### config.mk
export PLATFORM = sky130hd
export DESIGN_NAME = hazard_fwd_unit_flat
export DESIGN_NICKNAME = d
export VERILOG_FILES = /design/src/rtl/cpu_pkg.sv /design/src/rtl/hazard_fwd_unit_if.sv /design/src/rtl/fwd_match_prio.sv /design/src/rtl/hazard_fwd_unit.sv /design/src/flat_wrapper.sv
export SDC_FILE = /design/constraint.sdc
export NUM_CORES = 1
export LEC_CHECK = 0
export BUFFER_PORTS_ARGS = -buffer_cell sky130_fd_sc_hd__buf_4
export CORE_ASPECT_RATIO = 0.5
export CORE_MARGIN = 4
export CORE_UTILIZATION = 48
export CTS_BUF_LIST = sky130_fd_sc_hd__clkbuf_4
export DETAILED_ROUTE_END_ITERATION = 8
export PLACE_DENSITY = 0.82
export SYNTH_ARGS = -nofsm -noshare
export SYNTH_HDL_FRONTEND = slang
export SYNTH_SLANG_ARGS = --single-unit
export TNS_END_PERCENT = 100
### constraint.sdc
create_clock -name Clk -period 3.2 [get_ports Clk]
set_clock_uncertainty 0.2 [all_clocks]
set_input_delay 0.32 -clock Clk [delete_from_list [all_inputs] [get_ports Clk]]
set_output_delay 0.32 -clock Clk [all_outputs]
set_load 0.005 [all_outputs]
### src/rtl/cpu_pkg.sv
// Shared CPU core definitions: shadow-pipeline entry layout, forward-select encoding and
// default datapath sizes reused by the register file, ALU and hazard unit.
package cpu_pkg;

  localparam int unsigned DW_DEFAULT   = 16;
  localparam int unsigned NREG_DEFAULT = 16;

  // Widest register address a shadow entry can hold; narrower addresses are zero-extended.
  localparam int unsigned RD_W = 8;

  // Forward-select value meaning "use the register file".
  localparam int unsigned FWD_RF = 0;

  // Forward-select value meaning "use the output of stage k".
  function automatic int unsigned FWD_STAGE(input int unsigned k);
    return k;
  endfunction

  typedef struct packed {
    logic            v;
    logic [RD_W-1:0] rd;
    logic            wen;
    logic            ld;
  } shadow_entry_t;

endpackage

### src/rtl/hazard_fwd_unit_if.sv
// Bundle between the pipeline datapath (master) and the hazard/forwarding unit (slave).
interface hazard_fwd_unit_if #(
  parameter int unsigned DW    = 16,
  parameter int unsigned NREG  = 16,
  parameter int unsigned DEPTH = 3,
  parameter int unsigned CW    = 16
);
  localparam int unsigned AW = $clog2(NREG);
  localparam int unsigned SW = $clog2(DEPTH + 1);

  logic                id_valid;
  logic [AW-1:0]       id_rs_addr;
  logic                id_rs_used;
  logic [AW-1:0]       id_rt_addr;
  logic                id_rt_used;
  logic [AW-1:0]       id_rd_addr;
  logic                id_wen;
  logic                id_is_load;
  logic [DW-1:0]       rf_rs_data;
  logic [DW-1:0]       rf_rt_data;
  logic [DEPTH*DW-1:0] stage_data;
  logic                br_taken;
  logic                stall;
  logic                flush;
  logic [DW-1:0]       fwd_rs_data;
  logic [DW-1:0]       fwd_rt_data;
  logic [SW-1:0]       fwd_rs_sel;
  logic [SW-1:0]       fwd_rt_sel;
  logic [CW-1:0]       stall_cnt;
  logic [CW-1:0]       flush_cnt;

  modport master (
    output id_valid, id_rs_addr, id_rs_used, id_rt_addr, id_rt_used, id_rd_addr, id_wen,
           id_is_load, rf_rs_data, rf_rt_data, stage_data, br_taken,
    input  stall, flush, fwd_rs_data, fwd_rt_data, fwd_rs_sel, fwd_rt_sel, stall_cnt, flush_cnt
  );

  modport slave (
    input  id_valid, id_rs_addr, id_rs_used, id_rt_addr, id_rt_used, id_rd_addr, id_wen,
           id_is_load, rf_rs_data, rf_rt_data, stage_data, br_taken,
    output stall, flush, fwd_rs_data, fwd_rt_data, fwd_rs_sel, fwd_rt_sel, stall_cnt, flush_cnt
  );

endinterface

### src/rtl/fwd_match_prio.sv
// Priority match of one source register against the shadow pipeline: the youngest
// (lowest-index) writer wins and supplies the forwarded data.
module fwd_match_prio
  import cpu_pkg::*;
#(
  parameter int unsigned DW       = 16,
  parameter int unsigned DEPTH    = 3,
  parameter int unsigned LOAD_LAT = 2,
  parameter int unsigned ZERO_REG = 0,
  parameter int unsigned SW       = $clog2(DEPTH + 1)
) (
  input  shadow_entry_t [DEPTH:1] entries_i,
  input  logic [DEPTH*DW-1:0]     stage_data_i,
  input  logic [RD_W-1:0]         src_i,
  input  logic                    used_i,
  input  logic [DW-1:0]           rf_data_i,
  output logic [SW-1:0]           sel_o,
  output logic [DW-1:0]           data_o,
  output logic                    hazard_o
);

  logic src_ok;
  logic found;

  assign src_ok = used_i & ((ZERO_REG == 0) | (src_i != '0));

  // Scan youngest to oldest; the first hit locks the result.
  always_comb begin
    sel_o    = SW'(FWD_RF);
    data_o   = rf_data_i;
    hazard_o = 1'b0;
    found    = 1'b0;
    for (int unsigned k = 1; k <= DEPTH; k++) begin
      if (!found && src_ok && entries_i[k].v && entries_i[k].wen && (entries_i[k].rd == src_i)) begin
        found    = 1'b1;
        sel_o    = SW'(FWD_STAGE(k));
        data_o   = stage_data_i[(k-1)*DW +: DW];
        // Load result not produced yet at this stage.
        hazard_o = entries_i[k].ld && (k < LOAD_LAT);
      end
    end
  end

endmodule

### src/rtl/hazard_fwd_unit.sv
// Hazard detection and operand forwarding: shadow pipeline of in-flight writes, RAW
// forwarding to EX, load-use stall, branch flush and saturating stall/flush counters.
module hazard_fwd_unit
  import cpu_pkg::*;
#(
  parameter int unsigned DW       = DW_DEFAULT,
  parameter int unsigned NREG     = NREG_DEFAULT,
  parameter int unsigned DEPTH    = 3,
  parameter int unsigned LOAD_LAT = 2,
  parameter int unsigned ZERO_REG = 0,
  parameter int unsigned CW       = 16
) (
  input logic            Clk,
  input logic            Rst,
  hazard_fwd_unit_if.slave bus
);

  localparam int unsigned AW = $clog2(NREG);
  localparam int unsigned SW = $clog2(DEPTH + 1);

  if (DEPTH < 2 || LOAD_LAT < 1 || LOAD_LAT > DEPTH || AW > RD_W) begin : gen_bad_params
    $error("hazard_fwd_unit: illegal DEPTH/LOAD_LAT/NREG combination");
  end

  shadow_entry_t [DEPTH:1] entry_q, entry_d;
  logic [CW-1:0]           stall_cnt_q, stall_cnt_d;
  logic [CW-1:0]           flush_cnt_q, flush_cnt_d;
  logic                    haz_rs, haz_rt;
  logic                    stall;

  fwd_match_prio #(
    .DW(DW), .DEPTH(DEPTH), .LOAD_LAT(LOAD_LAT), .ZERO_REG(ZERO_REG), .SW(SW)
  ) u_match_rs (
    .entries_i   (entry_q),
    .stage_data_i(bus.stage_data),
    .src_i       (RD_W'(bus.id_rs_addr)),
    .used_i      (bus.id_rs_used),
    .rf_data_i   (bus.rf_rs_data),
    .sel_o       (bus.fwd_rs_sel),
    .data_o      (bus.fwd_rs_data),
    .hazard_o    (haz_rs)
  );

  fwd_match_prio #(
    .DW(DW), .DEPTH(DEPTH), .LOAD_LAT(LOAD_LAT), .ZERO_REG(ZERO_REG), .SW(SW)
  ) u_match_rt (
    .entries_i   (entry_q),
    .stage_data_i(bus.stage_data),
    .src_i       (RD_W'(bus.id_rt_addr)),
    .used_i      (bus.id_rt_used),
    .rf_data_i   (bus.rf_rt_data),
    .sel_o       (bus.fwd_rt_sel),
    .data_o      (bus.fwd_rt_data),
    .hazard_o    (haz_rt)
  );

  // A taken branch squashes the decode slot, so it also masks any load-use stall.
  assign stall         = bus.id_valid & ~bus.br_taken & (haz_rs | haz_rt);
  assign bus.stall     = stall;
  assign bus.flush     = bus.br_taken;
  assign bus.stall_cnt = stall_cnt_q;
  assign bus.flush_cnt = flush_cnt_q;

  // Shadow pipeline advance; stalled or flushed decode slots enter as bubbles.
  always_comb begin
    entry_d        = '0;
    entry_d[1].v   = bus.id_valid & ~stall & ~bus.br_taken;
    entry_d[1].rd  = RD_W'(bus.id_rd_addr);
    entry_d[1].wen = bus.id_wen;
    entry_d[1].ld  = bus.id_is_load;
    for (int unsigned k = 2; k <= DEPTH; k++) begin
      entry_d[k] = entry_q[k-1];
    end
  end

  // Saturating performance counters.
  always_comb begin
    stall_cnt_d = stall_cnt_q;
    flush_cnt_d = flush_cnt_q;
    if (stall && (stall_cnt_q != '1)) stall_cnt_d = stall_cnt_q + CW'(1);
    if (bus.br_taken && (flush_cnt_q != '1)) flush_cnt_d = flush_cnt_q + CW'(1);
  end

  // State registers with synchronous active-low reset.
  always_ff @(posedge Clk) begin
    if (!Rst) begin
      entry_q     <= '0;
      stall_cnt_q <= '0;
      flush_cnt_q <= '0;
    end else begin
      entry_q     <= entry_d;
      stall_cnt_q <= stall_cnt_d;
      flush_cnt_q <= flush_cnt_d;
    end
  end

endmodule

### src/flat_wrapper.sv
// flat-port wrapper written by rule: the top's interface ports become plain ports
module hazard_fwd_unit_flat import cpu_pkg::*;
#(
  parameter int unsigned DW       = DW_DEFAULT,
  parameter int unsigned NREG     = NREG_DEFAULT,
  parameter int unsigned DEPTH    = 3,
  parameter int unsigned LOAD_LAT = 2,
  parameter int unsigned ZERO_REG = 0,
  parameter int unsigned CW       = 16
)
  (Clk, Rst, bus_id_valid, bus_id_rs_addr, bus_id_rs_used, bus_id_rt_addr, bus_id_rt_used, bus_id_rd_addr, bus_id_wen, bus_id_is_load, bus_rf_rs_data, bus_rf_rt_data, bus_stage_data, bus_br_taken, bus_stall, bus_flush, bus_fwd_rs_data, bus_fwd_rt_data, bus_fwd_rs_sel, bus_fwd_rt_sel, bus_stall_cnt, bus_flush_cnt);
  hazard_fwd_unit_if #(.DW(DW), .NREG(NREG), .DEPTH(DEPTH), .CW(CW)) bus_i ();
  input logic Clk;
  input logic Rst;
  input wire logic [$bits(bus_i.id_valid)-1:0] bus_id_valid;
  input wire logic [$bits(bus_i.id_rs_addr)-1:0] bus_id_rs_addr;
  input wire logic [$bits(bus_i.id_rs_used)-1:0] bus_id_rs_used;
  input wire logic [$bits(bus_i.id_rt_addr)-1:0] bus_id_rt_addr;
  input wire logic [$bits(bus_i.id_rt_used)-1:0] bus_id_rt_used;
  input wire logic [$bits(bus_i.id_rd_addr)-1:0] bus_id_rd_addr;
  input wire logic [$bits(bus_i.id_wen)-1:0] bus_id_wen;
  input wire logic [$bits(bus_i.id_is_load)-1:0] bus_id_is_load;
  input wire logic [$bits(bus_i.rf_rs_data)-1:0] bus_rf_rs_data;
  input wire logic [$bits(bus_i.rf_rt_data)-1:0] bus_rf_rt_data;
  input wire logic [$bits(bus_i.stage_data)-1:0] bus_stage_data;
  input wire logic [$bits(bus_i.br_taken)-1:0] bus_br_taken;
  output wire logic [$bits(bus_i.stall)-1:0] bus_stall;
  output wire logic [$bits(bus_i.flush)-1:0] bus_flush;
  output wire logic [$bits(bus_i.fwd_rs_data)-1:0] bus_fwd_rs_data;
  output wire logic [$bits(bus_i.fwd_rt_data)-1:0] bus_fwd_rt_data;
  output wire logic [$bits(bus_i.fwd_rs_sel)-1:0] bus_fwd_rs_sel;
  output wire logic [$bits(bus_i.fwd_rt_sel)-1:0] bus_fwd_rt_sel;
  output wire logic [$bits(bus_i.stall_cnt)-1:0] bus_stall_cnt;
  output wire logic [$bits(bus_i.flush_cnt)-1:0] bus_flush_cnt;
  assign bus_i.id_valid = bus_id_valid;
  assign bus_i.id_rs_addr = bus_id_rs_addr;
  assign bus_i.id_rs_used = bus_id_rs_used;
  assign bus_i.id_rt_addr = bus_id_rt_addr;
  assign bus_i.id_rt_used = bus_id_rt_used;
  assign bus_i.id_rd_addr = bus_id_rd_addr;
  assign bus_i.id_wen = bus_id_wen;
  assign bus_i.id_is_load = bus_id_is_load;
  assign bus_i.rf_rs_data = bus_rf_rs_data;
  assign bus_i.rf_rt_data = bus_rf_rt_data;
  assign bus_i.stage_data = bus_stage_data;
  assign bus_i.br_taken = bus_br_taken;
  assign bus_stall = bus_i.stall;
  assign bus_flush = bus_i.flush;
  assign bus_fwd_rs_data = bus_i.fwd_rs_data;
  assign bus_fwd_rt_data = bus_i.fwd_rt_data;
  assign bus_fwd_rs_sel = bus_i.fwd_rs_sel;
  assign bus_fwd_rt_sel = bus_i.fwd_rt_sel;
  assign bus_stall_cnt = bus_i.stall_cnt;
  assign bus_flush_cnt = bus_i.flush_cnt;
  hazard_fwd_unit #(.DW(DW), .NREG(NREG), .DEPTH(DEPTH), .LOAD_LAT(LOAD_LAT), .ZERO_REG(ZERO_REG), .CW(CW)) u_core (.Clk(Clk), .Rst(Rst), .bus(bus_i));
endmodule
==> results of run 1 <==
## power by group through the flow
stage | logic (W) | clock network, W | registers, W
2_1_floorplan | 0.000105 | 0 | 0.000671
3_3_place_gp | 0.000258 | 0 | 0.000673
3_5_place_dp | 0.000264 | 0 | 0.000674
4_1_cts | 0.000271 | 0.000388 | 0.000661
5_1_grt | 0.000326 | 0.000413 | 0.000663
6_report | 0.000305 | 0.000380 | 0.000661
## stage by stage
| step | cells | area (um^2) | hold slack [ns] | total power, W |
|---|---|---|---|---|
| 3_3_place_gp | 629 | 4940 | 0.219 | 0.000932 |
| 6_report | 647 | 5390 | 0.0531 | 0.00135 |
| 4_1_cts | 643 | 5090 | 0.0312 | 0.00132 |
| 2_1_floorplan | 377 | 3580 | 0.203 | 0.000776 |
| 3_5_place_dp | 629 | 4940 | 0.220 | 0.000939 |
| 5_1_grt | 647 | 5390 | 0.0261 | 0.00140 |
## cell families after synthesis
kind of cell	share of synthesized area [%]
AO/OA/AOI/OAI	6.85
XOR/XNOR	9.29
adder cells (fa/ha/maj)	0.698
buffers and inverters	3.04
flip-flops	28.5
multiplexers	31.3
AND/OR/NAND/NOR	20.3
## metal layers
| metal | up-vias | part of all wire (%) | global-route usage, % |
|---|---|---|---|
| met2 | 104 | 51 | 41.9 |
| met4 | 0 | 1.9 | 5.07 |
| met3 | 18 | 5.9 | 3.86 |
| met1 | 1692 | 41 | 28.1 |
| li1 | 1728 | - | - |
| met5 | - | 0 | 0 |
## repair_timing
| action | in CTS | in global routing |
|---|---|---|
| cloned | 0 | 1 |
| pin swaps | 1 | 4 |
| setup buffers | 0 | 3 |
| hold buffers | 6 | 0 |
| endpoints found under the setup margin | 4 | 27 |
| hold endpoints to repair | 6 | 0 |
| gates resized for setup | 1 | 61 |
## how the worst max path moves through the flow
stage	start	slack (ns)	depth (start not counted)	endpoint
floorplan	u_core.entry_d[15]	0.66	7	bus_fwd_rt_data[10]
global placement	bus_id_rs_addr[1]	0.34	9	bus_fwd_rs_data[11]
detailed placement	bus_id_rs_addr[2]	0.32	8	bus_fwd_rs_data[8]
CTS	u_core.entry_d[14]	0.008	8	bus_fwd_rs_data[13]
global route	u_core.entry_d[16]	-0.10	8	bus_fwd_rs_data[6]
finish	u_core.entry_d[16]	-0.005	8	bus_fwd_rs_data[6]
## state kept, by name (all words and copies together), names as in the netlist
| signal | count |
|---|---|
| u_core.entry_q | 6 |
| u_core.entry_d | 13 |
| u_core.bus.stall_cnt | 16 |
| u_core.bus.flush_cnt | 16 |
## placed cells by master (no fill, tap or decap), types with 5 or more instances in the layout
master / n
buf_4: 163
dfxtp_1: 50
mux2_4: 46
mux2_2: 26
mux2_1: 24
xor2_1: 23
nand3_1: 22
nor2_1: 21
and2_1: 18
nand2_1: 16
buf_6: 15
xnor2_1: 14
a21oi_1: 13
nand4_1: 11
nor3_1: 10
or3_1: 8
o21ai_0: 6
dlygate4sd3_1: 6
nor4_1: 5
inv_1: 5
clkbuf_4: 5
## critical path: cells and delay by family, from the launching register on
| kind | cells | cell delay [ns] |
|---|---|---|
| multiplexers | 3 | 0.83 |
| AND/OR/NAND/NOR | 2 | 0.58 |
| flip-flops | 1 | 0.41 |
| buffers and inverters | 2 | 0.34 |
| XOR/XNOR | 1 | 0.16 |
## area by class of cell
class	instances	area, um^2	area share [%]
Multi-Input combinational cell	304	2630	48.8
Timing Repair Buffer	187	1520	28.2
Sequential cell	51	1020	19.0
Tap cell	92	115	2.14
Clock inverter	3	46.3	0.859
Clock buffer	5	37.5	0.697
Inverter	5	18.8	0.348
==> results.py, run 1 <==
metrics = {
    "outcome": {
        "status": "finished with violations",
        "violations": "setup timing",
    },
    "drt": {
        "drtAntennaViolNets": 0,
        "drtIter0Drc": 174,
        "viasPerCell": 5.47,
        "first_pass_iters": 4,
        "drc": 0,
        "finalWirelength_um": 11800,
        "num_vias": 3542,
        "routedWlPerCell_um": 18.3,
    },
    "cts": {
        "cts_sinks": 51,
        "clock_path_buffers": 2,
        "cts-buffers-inserted": 5,
        "cts_max_level": 2,
        "cts_tree": "done",
        "clockRootBuffer": "clkbuf_4",
        "clkLatencyLatePin_ns": 0.37,
        "path_clk_slew_ns": 0.16,
    },
    "yosys": {
        "yosysTopAreaCell": "dfxtp_1",
        "ys.flop_type": "dfxtp_1",
        "syn_area_per_cell_um2": 9.50,
        "netlist_top_cells_area": "dfxtp_1 (29%), mux2_2 (18%), mux2_1 (9.4%)",
        "post-synth-top-count-cell": "mux2_2",
        "seq_area_frac_synth_pct": 28.5,
        "ys_ff_latch": 51,
        "syn_inst": 377,
        "synth_common_cells": "mux2_2 (58), dfxtp_1 (51), mux2_1 (30)",
        "yosysWarnings": 0,
        "yosysUniqueCellTypes": 48,
        "syn_nets": 479,
        "synth_edf_count": 0,
        "synth_top_cell_area_share_pct": 28.5,
        "synthArstFlopShare_pct": 0,
        "syn_area_um2": 3580,
    },
    "finish": {
        "fill_cells": 485,
        "post-route-util_pct": 77.4,
        "antenna_cells": 0,
        "area_growth_pct": 50.4,
        "num-nets-final": 656,
        "layout-drive-gt1-share_pct": 48.8,
    },
    "pwr": {
        "power_leakage_nw": 2.46,
        "peakVddDrop_mv": 0.215,
        "cellPowerDensity_nw_per_um2": 250,
        "comb_power_share_pct": 22.7,
        "p_int_w": 0.00101,
        "seqPwrFrac_pct": 49.1,
        "clkPwrFrac_pct": 28.2,
        "netSwitchingPower_w": 0.000332,
        "swShare_pct": 24.7,
    },
    "critical_path": {
        "cp-start-kind": "flip-flop",
        "critical_path.max_stage_delay_ns": 0.41,
        "required_ns": 2.68,
        "cp-end-kind": "output pin",
        "reg2reg_slack_ns": 0.15,
        "cp_common_cell": "mux2_4",
        "timing.rr.end": "u_core.bus.stall_cnt[10]",
        "reg2reg_depth": 9,
        "cp_max_fo": 6,
        "crit_chain": "xor2_4 > nor4_4 > nand4_4 > clkbuf_16 > mux2_4 > mux2_4 > mux2_4 > buf_6",
        "r2r_start": "u_core.entry_d[16]",
        "critical_path_class": "flip-flop to output pin",
        "critical_path.slowest_cell": "dfxtp_4",
        "arrival_ns": 2.68,
    },
    "place": {
        "place.gp.congestion": 0.940,
        "io_buffers": 169,
        "dp_slack_ns": 0.319,
        "hpwl_um": 8550,
    },
    "grt": {
        "grt_pass1_vias": 3377,
        "grt_pass1_wl_um": 17100,
        "track_usage_pct": 23.0,
        "grt_overflow": 0,
        "grt_max_degree": 30,
        "antenna_found_initial": 0,
    },
    "floorplanning": {
        "io_pins": 170,
        "core_area_um2": 6960,
        "die_w_um": 130,
        "die_y_um": 69.1,
        "core.rowCount": 21,
        "initial_core_util_pct": 51.4,
        "dieArea_um2": 8990,
    },
    "timing": {
        "layout_setup_ws_ns": -0.00484,
        "worst_slew_pin_slew_ns": 0.892,
        "max_freq_mhz": 312,
        "finalCritPeriodShare_pct": 100,
        "drv_slew": 0,
        "hold_violations": 0,
        "tns_ns": -0.00484,
        "fin_crit_ns": 3.20,
        "slew_headroom_pct": 40.5,
        "grt_setup_unrepaired": "true",
        "setup_viol": 1,
    },
    "worst_hold_path": {
        "holdCritPathClass": "input port to flip-flop",
        "hp-start": "bus_br_taken",
        "whs_endpoint": "u_core.bus.flush_cnt[1]",
        "min_path_cells": 3,
    },
    "flow_run": {
        "max-cap-violations": 0,
    },
}
(Power assumes the default switching activity.)
==> run 2, diff against run 1 <==
==> constraint.sdc (replaced) <==
create_clock -name Clk -period 4.14 [get_ports Clk]
set_clock_uncertainty 0.2 [all_clocks]
set_input_delay 0.414 -clock Clk [delete_from_list [all_inputs] [get_ports Clk]]
set_output_delay 0.414 -clock Clk [all_outputs]
set_load 0.005 [all_outputs]
==> results.py, run 2 (same netlist as run 1, synthesis figures left out) <==
metrics = {
    "place": {
        "io_buffers": 169,
        "dp.cells": 625,
        "place.gp.congestion": 0.877,
        "hpwl_um": 8390,
    },
    "timing": {
        "setup_viol": 0,
        "drv_slew": 0,
        "worst_slew_pin_slew_ns": 0.918,
        "grt_setup_unrepaired": "false",
        "finalCritPeriodShare_pct": 85.0,
        "hold_violations": 0,
        "tns_ns": 0,
        "slew_headroom_pct": 38.7,
        "hold_slack_ns": 0.0543,
        "fin_crit_ns": 3.52,
        "max_freq_mhz": 284,
    },
    "pwr": {
        "comb_power_share_pct": 20.5,
        "swShare_pct": 23.6,
        "seqPwrFrac_pct": 51.5,
        "clkPwrFrac_pct": 28.0,
        "netSwitchingPower_w": 0.000234,
        "cellPowerDensity_nw_per_um2": 199,
        "power_leakage_nw": 2.14,
        "p_int_w": 0.000757,
        "peakVddDrop_mv": 0.160,
    },
    "cts": {
        "clkLatencyLatePin_ns": 0.36,
        "cts_tree": "done",
        "cts-buffers-inserted": 5,
        "cts.repair.resized": 0,
        "cts_setup_buffers": 0,
        "hold_buffers": 0,
        "cts_max_level": 2,
        "cts_sinks": 51,
        "clock_path_buffers": 2,
        "clockRootBuffer": "clkbuf_4",
        "path_clk_slew_ns": 0.14,
    },
    "critical_path": {
        "r2r_start": "u_core.entry_d[14]",
        "cp_top_family": "multiplexers",
        "cp-start-kind": "flip-flop",
        "cp_common_cell": "mux2_2",
        "arrival_ns": 2.90,
        "reg2reg_depth": 6,
        "required_ns": 3.53,
        "critical_path.max_stage_delay_ns": 0.49,
        "cp-end-kind": "output pin",
        "reg2reg_slack_ns": 1.18,
        "cp_max_fo": 23,
        "cp.buffers_inverters": 1,
        "critical_path.slowest_cell": "mux2_1",
        "timing.rr.end": "u_core.bus.stall_cnt[10]",
        "critical_path_class": "flip-flop to output pin",
        "crit_chain": "xor2_1 > nor4_4 > nand4_4 > mux2_1 > mux2_2 > mux2_2 > buf_4",
    },
    "finish": {
        "fill_cells": 583,
        "mostFrequentLayoutCell": "buf_4",
        "num-nets-final": 642,
        "area_growth_pct": 39.1,
        "antenna_cells": 0,
        "layout-drive-gt1-share_pct": 46.9,
        "final_cell_mix": "buf_4 (173), mux2_2 (58), dfxtp_1 (51)",
        "final_cells": 632,
    },
    "drt": {
        "drtAntennaViolNets": 0,
        "routedWlPerCell_um": 16.8,
        "drc": 0,
        "first_pass_iters": 4,
        "num_vias": 3399,
        "drtIter0Drc": 135,
        "finalWirelength_um": 10600,
        "viasPerCell": 5.38,
    },
    "floorplanning": {
        "dieArea_um2": 8990,
        "core_area_um2": 6960,
        "initial_core_util_pct": 51.4,
        "io_pins": 170,
        "die_y_um": 69.1,
        "die_w_um": 130,
        "core.rowCount": 21,
    },
    "worst_hold_path": {
        "hp-start": "bus_id_rd_addr[3]",
        "min_path_cells": 2,
        "holdCritPathClass": "input port to flip-flop",
        "whs_endpoint": "u_core.entry_d[16]",
    },
    "grt": {
        "antenna_found_initial": 0,
        "grt_max_degree": 30,
        "grt_overflow": 0,
        "grt_pass1_wl_um": 16500,
        "track_usage_pct": 22.4,
        "grt_pass1_vias": 3294,
    },
    "outcome": {
        "status": "finished, final reports clean",
    },
    "flow_run": {
        "max-cap-violations": 0,
    },
}
==> run 2: changes by cell type in the layout (fill, tap and decap cells not counted), moves of 2 or more <==
cell,before,now
dlygate4sd3_1,6,0
buf_6,15,0
buf_12,2,0
mux2_4,46,8
mux2_2,26,58
buf_4,163,173
mux2_1,24,30
==> run 2: how the worst max path moves through the flow <==
| stage | depth (start not counted) | slack [ns] | start | end |
|---|---|---|---|---|
| 2_1_floorplan | 7 | 1.42 | bus_id_rt_addr[2] | bus_fwd_rt_data[10] |
| 3_3_place_gp | 8 | 0.86 | bus_id_rs_addr[1] | bus_fwd_rs_data[15] |
| 3_5_place_dp | 8 | 0.84 | bus_id_rs_addr[1] | bus_fwd_rs_data[8] |
| 4_1_cts | 7 | 0.60 | u_core.entry_d[14] | bus_fwd_rs_data[8] |
| 5_1_grt | 7 | 0.48 | u_core.entry_d[14] | bus_fwd_rs_data[8] |
| 6_report | 7 | 0.62 | u_core.entry_d[14] | bus_fwd_rs_data[8] |
==> run 2: per-layer routing <==
| layer | global-route usage (%) | vias to the layer above | wire length [um] |
|---|---|---|---|
| met5 | 0 | - | 0 |
| met4 | 4.84 | 0 | 178 |
| met3 | 3.86 | 14 | 595 |
| met2 | 39.8 | 95 | 5110 |
| met1 | 28.2 | 1587 | 4700 |
| li1 | - | 1703 | - |
==> run 2: through the flow <==
| step | setup slack, ns | power (W) | cell area [um^2] | utilization [%] |
|---|---|---|---|---|
| detailed placement | 0.840 | 0.000724 | 4910 | 70.5 |
| global route | 0.481 | 0.00104 | 4980 | 71.5 |
| global placement | 0.864 | 0.000720 | 4910 | 70.5 |
| floorplan | 1.42 | 0.000600 | 3580 | - |
| finish | 0.622 | 0.000991 | 4980 | 71.5 |
| CTS | 0.597 | 0.00100 | 4980 | 71.5 |
==> run 2: area by class of cell <==
class                   count  area, um^2  area share [%]
inverters                   5        18.8           0.377
repair buffers            173        1300            26.1
well taps                  92         115            2.31
flip-flops and latches     51        1020            20.5
clock inverters             2        37.5           0.754
multi-input cells         304        2450            49.2
clock buffers               5        37.5           0.754
==> run 2: power groups by stage <==
stage	Sequential, W	Clock, W	Combinational [W]
2_1_floorplan	0.000519	0	0.0000813
3_3_place_gp	0.000521	0	0.000199
3_5_place_dp	0.000521	0	0.000204
4_1_cts	0.000510	0.000285	0.000205
5_1_grt	0.000512	0.000304	0.000221
6_report	0.000510	0.000278	0.000204
==> run 3, diff against run 2 <==
--- a/config.mk
+++ b/config.mk
@@ -5,13 +5,14 @@
 export SDC_FILE = /design/constraint.sdc
 export NUM_CORES = 1
 export LEC_CHECK = 0
+export ABC_AREA = 1
 export BUFFER_PORTS_ARGS = -buffer_cell sky130_fd_sc_hd__buf_4
 export CORE_ASPECT_RATIO = 0.5
 export CORE_MARGIN = 4
-export CORE_UTILIZATION = 48
+export CORE_UTILIZATION = 46
 export CTS_BUF_LIST = sky130_fd_sc_hd__clkbuf_4
 export DETAILED_ROUTE_END_ITERATION = 8
-export PLACE_DENSITY = 0.82
+export PLACE_DENSITY = 0.8
 export SYNTH_ARGS = -nofsm -noshare
 export SYNTH_HDL_FRONTEND = slang
 export SYNTH_SLANG_ARGS = --single-unit
==> constraint.sdc (replaced) <==
create_clock -name Clk -period 3.1 [get_ports Clk]
set_clock_uncertainty 0.2 [all_clocks]
set_input_delay 0.31 -clock Clk [delete_from_list [all_inputs] [get_ports Clk]]
set_output_delay 0.31 -clock Clk [all_outputs]
set_load 0.005 [all_outputs]
==> results.py, run 3 <==
metrics = {
    "outcome": {
        "status": "finished, final reports clean",
    },
    "worst_hold_path": {
        "holdCritPathClass": "input port to flip-flop",
    },
    "timing": {
        "fin_crit_ns": 2.88,
        "slew_headroom_pct": 50.4,
        "max_freq_mhz": 347,
        "tns_ns": 0,
        "worst_slew_pin_slew_ns": 0.743,
        "grt_setup_unrepaired": "false",
        "setup_viol": 0,
        "drv_slew": 0,
        "finalCritPeriodShare_pct": 92.9,
        "hold_slack_ns": 0.0784,
        "hold_violations": 0,
    },
    "drt": {
        "viasPerCell": 5.35,
        "highest_layer": "met4",
        "num_vias": 5369,
        "wl_met2_um": 7510,
        "routedWlPerCell_um": 15.0,
        "wl_met3_um": 1120,
        "finalWirelength_um": 15100,
        "drtIter0Drc": 385,
        "drtAntennaViolNets": 0,
        "wl_met1_um": 5970,
        "first_pass_iters": 5,
        "drc": 0,
    },
    "floorplanning": {
        "core_area_um2": 8740,
        "core.rowCount": 24,
        "io_pins": 170,
        "die_w_um": 142,
        "dieArea_um2": 10700,
        "initial_core_util_pct": 47.4,
        "die_y_um": 75.1,
    },
    "yosys": {
        "yosysWarnings": 0,
        "synth_top_cell_area_share_pct": 24.6,
        "synth_common_cells": "nand2_1 (215), nand3_1 (99), inv_1 (93)",
        "yosysUniqueCellTypes": 37,
        "syn_inst": 720,
        "synth_edf_count": 0,
        "yosysTopAreaCell": "dfxtp_1",
        "synthArstFlopShare_pct": 0,
        "post-synth-top-count-cell": "nand2_1",
        "seq_area_frac_synth_pct": 24.6,
        "syn_area_um2": 4140,
        "syn_nets": 822,
        "syn_area_per_cell_um2": 5.75,
        "ys_ff_latch": 51,
        "ys.flop_type": "dfxtp_1",
        "netlist_top_cells_area": "dfxtp_1 (25%), nand2_1 (19%), nand3_1 (12%)",
    },
    "cts": {
        "path_clk_slew_ns": 0.16,
        "clock_path_buffers": 2,
        "cts_max_level": 2,
        "clockRootBuffer": "clkbuf_4",
        "cts-buffers-inserted": 5,
        "cts_tree": "done",
        "cts.repair.resized": 0,
        "clkLatencyLatePin_ns": 0.38,
        "cts_sinks": 51,
    },
    "critical_path": {
        "cp-end-kind": "output pin",
        "cp-start-kind": "flip-flop",
        "arrival_ns": 2.37,
        "critical_path_class": "flip-flop to output pin",
        "required_ns": 2.59,
        "cp_max_fo": 18,
    },
    "flow_run": {
        "max-cap-violations": 0,
    },
    "pwr": {
        "peakVddDrop_mv": 0.214,
        "cellPowerDensity_nw_per_um2": 244,
        "power_leakage_nw": 2.86,
        "finalPower_w": 0.00138,
    },
    "finish": {
        "area_growth_pct": 36.3,
        "fill_cells": 862,
        "antenna_cells": 0,
        "seqCellArea_um2": 1020,
        "layout-drive-gt1-share_pct": 23.1,
        "num-nets-final": 987,
        "mostFrequentLayoutCell": "nand2_1",
        "final_cell_mix": "nand2_1 (215), buf_4 (179), nand3_1 (99)",
        "multi_input_area_um2": 2610,
    },
    "grt": {
        "antenna_found_initial": 0,
        "grt_max_degree": 34,
        "grt_overflow": 0,
        "grt_pass1_wl_um": 23500,
        "grt_pass1_vias": 5047,
        "track_usage_pct": 26.8,
    },
    "place": {
        "place.gp.congestion": 0.997,
        "io_buffers": 169,
        "hpwl_um": 11800,
    },
}
-- run 3: final timing paths --
| path | to | cells after the start | startpoint | slack (ns) |
|---|---|---|---|---|
| max reg2reg | u_core.bus.stall_cnt[8] | 7 | u_core.bus.stall_cnt[0] | 0.56 |
| min | u_core.entry_d[14] | 3 | Rst | 0.08 |
| min reg2reg | u_core.entry_q[23] | 2 | u_core.entry_d[23] | 0.24 |
| max | bus_fwd_rs_data[9] | 9 | u_core.entry_d[27] | 0.22 |
-- run 3: kinds of logic (layout without fill, tap and decap cells) --
group / count (synthesis) / count (layout) / synth area share, %
AOI/OAI and AO/OA: 95 / 95 / 12.2
xor gates and xnor gates: 19 / 19 / 4.02
adders and majority gates: 2 / 2 / 0.604
buffers and inverters: 127 / 293 / 12.3
DFF: 51 / 51 / 24.6
and+or+nand+nor: 426 / 426 / 46.2
-- run 3: layout make-up --
class	count	area share, %
inverters	98	6.51
flip-flops and latches	51	18.1
repair buffers	187	25.2
clock inverters	3	0.687
multi-input cells	542	46.2
well taps	117	2.59
clock buffers	5	0.665
-- run 3: timing repair --
item                       in CTS  in global routing
setup endpoints to repair       0                  8
setup buffers                   0                  3
hold endpoints to repair        7                  0
hold buffers                    8                  0
-- run 3: metal layers --
metal	global-route usage [%]	vias to the layer above
met4	10.9	0
met1	32.3	2424
met2	50.1	250
met5	0	-
li1	-	2651
met3	2.73	44
-- run 3: stage by stage --
step / instances / util, % / setup slack, ns / instance area [um^2]
floorplan: 720 / - / 1.20 / 4140
global placement: 984 / 62.6 / 0.582 / 5470
detailed placement: 984 / 62.6 / 0.535 / 5470
CTS: 1000 / 64.4 / 0.154 / 5620
global route: 1003 / 64.6 / 0.0427 / 5650
finish: 1003 / 64.6 / 0.219 / 5650
-- run 3: power by group --
| part | leakage [nW] | switching, W | internal, W |
|---|---|---|---|
| clock | 0.0426 | 0.000213 | 0.000166 |
| sequential | 0.414 | 0.0000119 | 0.000668 |
| combinational | 2.40 | 0.000156 | 0.000165 |
| total | 2.86 | 0.000381 | 0.000999 |
-- run 3: worst max-delay path: stages (launching register included) --
cell	delay [ns]
dfxtp_1	0.39
inv_1	0.08
or2_0	0.21
nand4_1	0.14
nor2_4	0.09
nor2_4	0.35
nand2_2	0.32
nand3_1	0.19
nand2_1	0.07
buf_4	0.14
